===== src/rtl/debounce_pkg.sv =====
// Shared defaults for the push-button debouncer, so RTL and benches agree
// on one set of constants.
package debounce_pkg;

    localparam int DB_CHANNELS       = 4;
    localparam int DB_STABLE_SAMPLES = 10;
    localparam int DB_SYNC_STAGES    = 2;

    // Counter width able to hold 0..samples.
    function automatic int cnt_width(input int samples);
        return $clog2(samples + 1);
    endfunction

endpackage


===== src/rtl/debounce_channel.sv =====
// One debounced button: synchroniser, tick-driven stability counter, and
// registered level plus one-clock rise/fall pulses.
module debounce_channel
    import debounce_pkg::*;
#(
    parameter int STABLE_SAMPLES = DB_STABLE_SAMPLES,
    parameter int SYNC_STAGES    = DB_SYNC_STAGES
) (
    input  logic clk,
    input  logic reset,
    input  logic tick,
    input  logic btn,
    output logic db,
    output logic rise,
    output logic fall
);

    localparam int              CW   = cnt_width(STABLE_SAMPLES);
    localparam logic [CW-1:0]   LAST = CW'(STABLE_SAMPLES - 1);

    if (STABLE_SAMPLES < 1) begin : g_bad_samples
        $error("debounce_channel: STABLE_SAMPLES must be >= 1");
    end
    if (SYNC_STAGES < 2) begin : g_bad_sync
        $error("debounce_channel: SYNC_STAGES must be >= 2");
    end

    logic [SYNC_STAGES-1:0] sync;
    logic [CW-1:0]          cnt;
    logic                   s;

    assign s = sync[SYNC_STAGES-1];

    // NOTE: sequential state uses non-blocking assignments so every flop
    // samples pre-edge values regardless of statement order.
    always_ff @(posedge clk or posedge reset) begin
        if (reset) begin
            sync <= '0;
        end else begin
            sync <= {sync[SYNC_STAGES-2:0], btn};
        end
    end

    always_ff @(posedge clk or posedge reset) begin
        if (reset) begin
            cnt  <= '0;
            db   <= 1'b0;
            rise <= 1'b0;
            fall <= 1'b0;
        end else begin
            // NOTE: pulses are cleared on every edge and only set on a toggle,
            // which keeps them one clock wide even with tick held high.
            rise <= 1'b0;
            fall <= 1'b0;
            if (tick) begin
                if (s == db) begin
                    cnt <= '0;
                end else if (cnt == LAST) begin
                    db   <= s;
                    cnt  <= '0;
                    rise <= s;
                    fall <= ~s;
                end else begin
                    cnt <= cnt + CW'(1);
                end
            end
        end
    end

endmodule


===== src/rtl/btn_debounce_multi.sv =====
// Multi-channel push-button debouncer: CHANNELS independent debounce_channel
// instances sharing one sample tick.
module btn_debounce_multi
    import debounce_pkg::*;
#(
    parameter int CHANNELS       = DB_CHANNELS,
    parameter int STABLE_SAMPLES = DB_STABLE_SAMPLES,
    parameter int SYNC_STAGES    = DB_SYNC_STAGES
) (
    input  logic                clk,
    input  logic                reset,
    input  logic                tick,
    input  logic [CHANNELS-1:0] btn_in,
    output logic [CHANNELS-1:0] db,
    output logic [CHANNELS-1:0] rise,
    output logic [CHANNELS-1:0] fall
);

    if (CHANNELS < 1) begin : g_bad_channels
        $error("btn_debounce_multi: CHANNELS must be >= 1");
    end

    for (genvar i = 0; i < CHANNELS; i++) begin : g_ch
        debounce_channel #(
            .STABLE_SAMPLES (STABLE_SAMPLES),
            .SYNC_STAGES    (SYNC_STAGES)
        ) u_ch (
            .clk   (clk),
            .reset (reset),
            .tick  (tick),
            .btn   (btn_in[i]),
            .db    (db[i]),
            .rise  (rise[i]),
            .fall  (fall[i])
        );
    end

endmodule


===== config.mk =====
export PLATFORM = sky130hd
export DESIGN_NAME = btn_debounce_multi
export DESIGN_NICKNAME = d
export VERILOG_FILES = /design/src/rtl/debounce_pkg.sv /design/src/rtl/debounce_channel.sv /design/src/rtl/btn_debounce_multi.sv
export SDC_FILE = /design/constraint.sdc
export NUM_CORES = 1
export LEC_CHECK = 0
export ABC_AREA = 1
export CORE_MARGIN = 4
export CORE_UTILIZATION = 50
export CTS_CLUSTER_DIAMETER = 50
export CTS_CLUSTER_SIZE = 16
export DETAILED_ROUTE_END_ITERATION = 7
export DONT_BUFFER_PORTS = 1
export PLACE_DENSITY = 0.73
export SLEW_MARGIN = 20
export SYNTH_ARGS = -nofsm -noshare
export SYNTH_HDL_FRONTEND = slang
export SYNTH_SLANG_ARGS = --single-unit

===== constraint.sdc =====
create_clock -name clk -period 1.1 [get_ports clk]
set_input_delay 0.22 -clock clk [delete_from_list [all_inputs] [get_ports clk]]
set_output_delay 0.22 -clock clk [all_outputs]
set_load 0.01 [all_outputs]

==> metrics.md, run 1 <==
| Metric | Value |
|---|---|
| Count of flip-flops with a built-in enable after synthesis | 0 |
| Top cells by count, synth | nand2_1, dfrtp_1, inv_1 |
| Gr usage total | 0.1593 |
| Failing checks | negative setup slack |
| Router iterations before antenna repair | 4 |
| R2R setup slack | -50 ps |
| Worst path required time | around 1400 ps |
| Status | finished, violations left |
| Fin util | 0.6149 |
| Reg2reg path depth | 6 |
| Placed wire-length estimate | about 1.9 mm |
| P_int | approximately 1.9 mW |
| Die H | 66.85 um |
| Area post-placement | 1780 um^2 |
| Pwr dens | between 1000 and 1500 nW/um^2 |
| Synth area leader | dfrtp_1 |
| Synthesized area | about 1700 um^2 |
| Sequential share of the synthesized area | 0.5202 |
| Total gr overflow | 0 |
| Hold Path Origin | tick |
| Remaining DRCs | 0 |
| Crit path DAT | 1430 ps |
| Vias in the first global route | 1,220 |
| Async SR Flop Fraction | 1.000 |
| Post-Route WL | 3.065 mm |
| Area of the multi-input gates | 685.7 um^2 |
| Slew @ Worst Pin | about 310 ps |
| Rows | 21 |
| Critical Path Fanout Max | 4 |
| Unique masters post-synth | 19 |
| Fmax | 867.4 MHz |
| Final worst path period need | ~1200 ps |
| Number of antenna diodes | 0 |
| #FFs+latches synth | 36 |
| Synth top area share | 0.5202 |
| Final setup margin | -52.84 ps |
| Gate power share | 0.140 |
| # setup viols final | 14 |
| Crit end category | register |
| Clock-pin slew on the worst setup and hold paths | about 100 ps |
| Post-Place Worst Slack | -48.54 ps |
| Final Net Count | 239 |
| CP Launch Point | g_ch[1].u_ch.cnt[0] |
| Post-route ant nets | 0 |
| CTS H-Tree Depth | 2 |
| Initial antenna violation count | 0 |
| P_sw | about 670 uW |
| Clock skew | roughly 5.9 ps |
| Fin. Hold Viols | 0 |
| Slew Limit Fails | 0 |
| Overall power | between 2 and 3 mW |
| Vias per cell | between 4 and 5 |
| CTS Buf Count | 5 |
| Root Driver | clkbuf_4 |
| Worst hold stages | 2 |
| Max_slew headroom | 0.7919 |
| Post-layout instance area | about 2100 um^2 |
| Area of the core | ~3300 um^2 |
| Post-synth net total | ~220 |
| CP Launch Type | register |
| Hold Path Sink | g_ch[1].u_ch.rise |
| Largest net degree at the start of global routing | 27 |
| Count leader, synth | nand2_1 |
| PortBufs | 0 |
| Clock sink count | 36 |
| Crit share post-route | 1.048 |
| Vias | between 1k and 1.5k |
| CTS tree | yes |
| Die X | between 60 and 70 um |
| Max_cap viols | 0 |
| Syn avg cell area | around 8.4 um^2 |
| Hold WC Path Type | in -> reg |
| Initial Util | 0.5189 |
| Worst r2r src | g_ch[1].u_ch.cnt[0] |
| Critical path type | reg -> reg |
| Maximum clock path buffer count | 2 |
| Dominant cells by area after synthesis | dfrtp_1, nand2_1, inv_1, buf_4, ha_1 |
| Sw Ratio | 0.2642 |
| Routability cong. | about 0.8 |
| Clock latency on the worst-skew pair | roughly 340 ps |
| Unrepaired setup endpoints after global routing | yes |
| Post-synthesis cell count | 205 |
| Routed len/inst | approximately 11 um |
| IO Pins | 19 |
| Area delta synth->final | 18.50% |
| Register Area | around 900 um^2 |
| RR Endpoint | g_ch[1].u_ch.cnt[3] |
| Die ar. | 4469 um^2 |
| Global-route wire length before repair | approximately 5.2 mm |
| Pleak | approximately 1.1 nW |
| YS warnings | 0 |
| Filler cells | roughly 290 |
| Share of cells above drive strength 1 | 0.2379 |
| Initial DRC Count | 26 |
| Top_reg_cell synth | dfrtp_1 |
| Worst vdd ir | ~0.6 mV |
| Clock power share | 0.286 |
| Sequential Power Share | 0.574 |
power groups by stage:
| stage | clock, mW | sequential [mW] | combinational (mW) |
|---|---|---|---|
| detailed placement | 0 | 1.49 | 0.270 |
| floorplan | 0 | 1.49 | 0.184 |
| global route | 0.819 | 1.48 | 0.412 |
| CTS | 0.767 | 1.46 | 0.332 |
| finish | 0.729 | 1.47 | 0.358 |
| global placement | 0 | 1.49 | 0.260 |
worst max-delay path by stage:
stage | endpoint | slack (ps)
after floorplan | g_ch[0].u_ch.db | 30
after global placement | g_ch[1].u_ch.db | -20
after detailed placement | g_ch[1].u_ch.db | -50
after CTS | db[2] | -40
after global routing | g_ch[1].u_ch.db | -150
final | g_ch[1].u_ch.cnt[3] | -50
stage by stage:
step	instances	hold slack, ps	setup TNS (ps)
global route	273	9.610	-2058
CTS	271	13.72	-165.0
global placement	249	124.1	-21.87
floorplan	205	251.4	0
finish	273	29.97	-414.1
detailed placement	249	126.1	-224.7
sequential cells by signal, indices dropped and copies added, names as in the netlist:
register	cells
g_ch.u_ch.db	4
g_ch.u_ch.rise	4
g_ch.u_ch.fall	4
g_ch.u_ch.cnt	16
g_ch.u_ch.sync	8
cells by family after synthesis:
kind of cell	count (synthesis)	synth area share
and+or+nand+nor	112	0.2825
buffers and inverters	43	0.1243
DFF	36	0.5202
adders and majority gates	6	0.04335
AOI/OAI and AO/OA	5	0.01445
xor gates and xnor gates	3	0.01518
placed cells by master (no fill, tap or decap), drive strengths merged:
master and instances:
nand3 13, nand2 76, nand4 7, nor2 14, buf 22, dfrtp 36
a21oi 3, nand3b 2, dlygate4sd3 6, o21ai 2, clkbuf 8, xor2 3
inv 29, ha 6
critical path, stage by stage, from the launching register on:
cell,delay (ps)
dfrtp_1,440
ha_2,210
nand2_2,90
nor2_4,40
nor2_2,180
nand2_1,80
nand2_1,60
routing by layer:
layer / global-route usage / vias to the layer above / share of wire
li1: - / 656 / -
met1: 0.1729 / 598 / 0.43
met2: 0.2710 / 23 / 0.51
met3: 0.05228 / 6 / 0.047
met4: 0.08861 / 0 / 0.019
met5: 0 / - / 0
area by class of cell:
type                            count  area share
Sequential cell                    36      0.4390
Multi-Input combinational cell    126      0.3341
Timing Repair Buffer               28      0.1171
Inverter                           29     0.05305
Clock buffer                        8     0.02866
Tap cell                           46     0.02805
repair_timing:
action | CTS | global route
hold endpoints to repair | 41 | 0
setup endpoints to repair | 20 | 29
cloned | 0 | 0
pin swaps | 3 | 4
buffers inserted | 8 | 2
hold buffers | 6 | 0
gates resized for setup | 10 | 11
(Power assumes the default switching activity.)
==> inputs of run 2 (changes only) <==
--- a/config.mk
+++ b/config.mk
@@ -6,13 +6,13 @@
 export NUM_CORES = 1
 export LEC_CHECK = 0
 export ABC_AREA = 1
+export BUFFER_PORTS_ARGS = -buffer_cell sky130_fd_sc_hd__buf_2
 export CORE_MARGIN = 4
 export CORE_UTILIZATION = 50
 export CTS_CLUSTER_DIAMETER = 50
 export CTS_CLUSTER_SIZE = 16
 export DETAILED_ROUTE_END_ITERATION = 7
-export DONT_BUFFER_PORTS = 1
-export PLACE_DENSITY = 0.73
+export PLACE_DENSITY = 0.75
 export SLEW_MARGIN = 20
 export SYNTH_ARGS = -nofsm -noshare
 export SYNTH_HDL_FRONTEND = slang
==> constraint.sdc (replaced) <==
create_clock -name clk -period 1.3 [get_ports clk]
set_input_delay 0.26 -clock clk [delete_from_list [all_inputs] [get_ports clk]]
set_output_delay 0.26 -clock clk [all_outputs]
set_load 0.01 [all_outputs]
==> metrics.md, run 2 (same netlist as run 1, synthesis figures left out) <==
| Metric | Value |
|---|---|
| Layout Cells excl Fill | 272 (was 273) |
| R2R setup slack | 90 ps (was -50 ps) |
| Vias per cell | 4.702 (was 4.700) |
| CP Launch Type | register (unchanged) |
| Largest net degree at the start of global routing | 37 (was 27) |
| Critical path type | reg -> reg (unchanged) |
| Die ar. | 4469 um^2 (unchanged) |
| Max incr delay on CP | 470 ps (was 440 ps) |
| Slew @ Worst Pin | 238.5 ps (was 312.1 ps) |
| Most common cell after layout, fill and taps aside | nand2_1 (unchanged) |
| Clock-pin slew on the worst setup and hold paths | 120 ps (was 100 ps) |
| Pwr dens | 1180 nW/um^2 (was 1244 nW/um^2) |
| Clock latency on the worst-skew pair | 340 ps (about the same) |
| Routability cong. | 0.7649 (was 0.7996) |
| CTS Buf Count | 5 (unchanged) |
| Reg2reg path depth | 6 (unchanged) |
| Post-layout instance area | 1943 um^2 (was 2052 um^2) |
| Initial Util | 0.5189 (unchanged) |
| Critical Path, Cell by Cell | ha_1 > nand2_1 > nor2_2 > nor2_2 > nand2_1 > nand2_1 (was ha_2 > nand2_2 > nor2_4 > nor2_2 > nand2_1 > nand2_1) |
| CTS tree | yes (unchanged) |
| Post-route ant nets | 0 (unchanged) |
| Worst vdd ir | 0.6043 mV (was 0.6020 mV) |
| Rows | 21 (unchanged) |
| Initial antenna violation count | 0 (unchanged) |
| Max reg flops | 16 (unchanged) |
| CTS H-Tree Depth | 2 (unchanged) |
| Critical Path Fanout Max | 6 (was 4) |
| Clock sink count | 36 (unchanged) |
| Crit path depth | 6 (unchanged) |
| Hold WC Path Type | in -> reg (unchanged) |
| Hold Path Origin | btn_in[0] (was tick) |
| Area of the core | 3337 um^2 (unchanged) |
| Final worst path period need | 1213 ps (was 1153 ps) |
| Vias | 1,279 (was 1,283) |
| Routed len/inst | 10.84 um (was 11.23 um) |
| Area post-placement | 1823 um^2 (was 1780 um^2) |
| Worst r2r src | g_ch[2].u_ch.cnt[0] (was g_ch[1].u_ch.cnt[0]) |
| Worst hold stages | 1 (was 2) |
| Area delta synth->final | 12.21% (was 18.50%) |
| Post-Route WL | 2.949 mm (was 3.065 mm) |
| Filler cells | 309 (was 288) |
| Global-route wire length before repair | 4.968 mm (was 5.230 mm) |
| Placed wire-length estimate | 2.026 mm (was 1.937 mm) |
| CP Buf/Inv Count | 0 (unchanged) |
| Crit path DAT | 1500 ps (was 1430 ps) |
| Setup_tns | 0 ps (was -414.1 ps) |
| Router iterations before antenna repair | 5 (was 4) |
| CP most frequent cell | nand2_1 (unchanged) |
| Root Driver | clkbuf_4 (unchanged) |
| Placed cell count | 260 (was 249) |
| Max_cap viols | 0 (unchanged) |
| Final setup margin | 86.76 ps (was -52.84 ps) |
| Die H | 66.85 um (unchanged) |
| PortBufs | 18 (was 0) |
| Clock skew | 8.536 ps (was 5.879 ps) |
| Die X | 66.85 um (unchanged) |
| Status | finished, final reports clean (was finished, violations left) |
| Hold Path Sink | g_ch[0].u_ch.sync[0] (was g_ch[1].u_ch.rise) |
| Crit share post-route | 0.9333 (was 1.048) |
| Max_slew headroom | 0.8407 (was 0.7919) |
| Slew Limit Fails | 0 (unchanged) |
| Total gr overflow | 0 (unchanged) |
| RR Endpoint | g_ch[2].u_ch.cnt[0] (was g_ch[1].u_ch.cnt[3]) |
| Fin. Hold Viols | 0 (unchanged) |
| Worst path required time | 1580 ps (was 1380 ps) |
| Remaining DRCs | 0 (unchanged) |
| Initial DRC Count | 130 (was 26) |
| Maximum clock path buffer count | 2 (unchanged) |
| Number of antenna diodes | 0 (unchanged) |
| Fmax | 824.2 MHz (was 867.4 MHz) |
| Post-Place Worst Slack | 82.47 ps (was -48.54 ps) |
| Top reg by flops | g_ch.u_ch.cnt (unchanged) |
| # setup viols final | 0 (was 14) |
| Pleak | 1.120 nW (was 1.115 nW) |
| IO Pins | 19 (unchanged) |
| Worst path top cell family by delay | flip-flops (was simple AND/OR/NAND/NOR gates) |
| Vias in the first global route | 1,166 (was 1,220) |
| Share of cells above drive strength 1 | 0.2168 (was 0.2379) |
| Gr usage total | 0.1516 (was 0.1593) |
| Final Net Count | 238 (was 239) |
| Commonest cells after routing, fill and taps aside | nand2_1, dfrtp_1, inv_1 (unchanged) |
| Worst path slowest cell | dfrtp_1 (unchanged) |
| Top Registers | g_ch.u_ch.cnt: 16 flops, g_ch.u_ch.sync: 8 flops (unchanged) |
| Crit end category | register (unchanged) |
## run 2: metrics by stage
stage	hold slack (ps)	utilization	power, mW
after global routing	2.440	0.5823	2.410
after detailed placement	320.0	0.5463	1.492
final	13.05	0.5823	2.293
after global placement	315.4	0.5463	1.475
after CTS	8.279	0.5733	2.291
after floorplan	291.4	-	1.411
## run 2: how the worst max path moves through the flow
| stage | from | endpoint | slack, ps |
|---|---|---|---|
| floorplan | g_ch[1].u_ch.cnt[1] | g_ch[1].u_ch.db | 190 |
| global placement | g_ch[2].u_ch.cnt[1] | g_ch[2].u_ch.db | 140 |
| detailed placement | g_ch[1].u_ch.cnt[1] | g_ch[1].u_ch.db | 80 |
| CTS | g_ch[1].u_ch.cnt[1] | g_ch[1].u_ch.db | 70 |
| global route | g_ch[1].u_ch.cnt[1] | g_ch[1].u_ch.db | -5 |
| finish | g_ch[2].u_ch.cnt[0] | g_ch[2].u_ch.cnt[0] | 90 |
## run 2: cell type report
class                   instances  area (um^2)  area share
well taps                      46        57.56     0.02962
repair buffers                 27        172.7     0.08886
clock buffers                   5        37.54     0.01932
multi-input cells             126        623.1      0.3207
flip-flops and latches         36        900.9      0.4636
inverters                      29        108.9     0.05602
clock inverters                 3        42.54     0.02189
## run 2: per-layer routing
metal	track usage	wire length [um]	vias up
met3	0.04047	135	8
met1	0.1712	1263	590
met5	0	0	-
met4	0.08354	65	0
met2	0.2574	1485	20
li1	-	-	661
## run 2: power by group
part,internal [mW],switching (mW),total [mW]
sequential,1.18,0.0692,1.25
clock,0.401,0.396,0.797
combinational,0.110,0.139,0.249
## run 2: what timing repair did
action	in CTS	in global routing
gates resized for setup	0	3
setup endpoints to repair	0	13
setup buffers	0	3
hold buffers	1	0
endpoints found under the hold margin	36	0
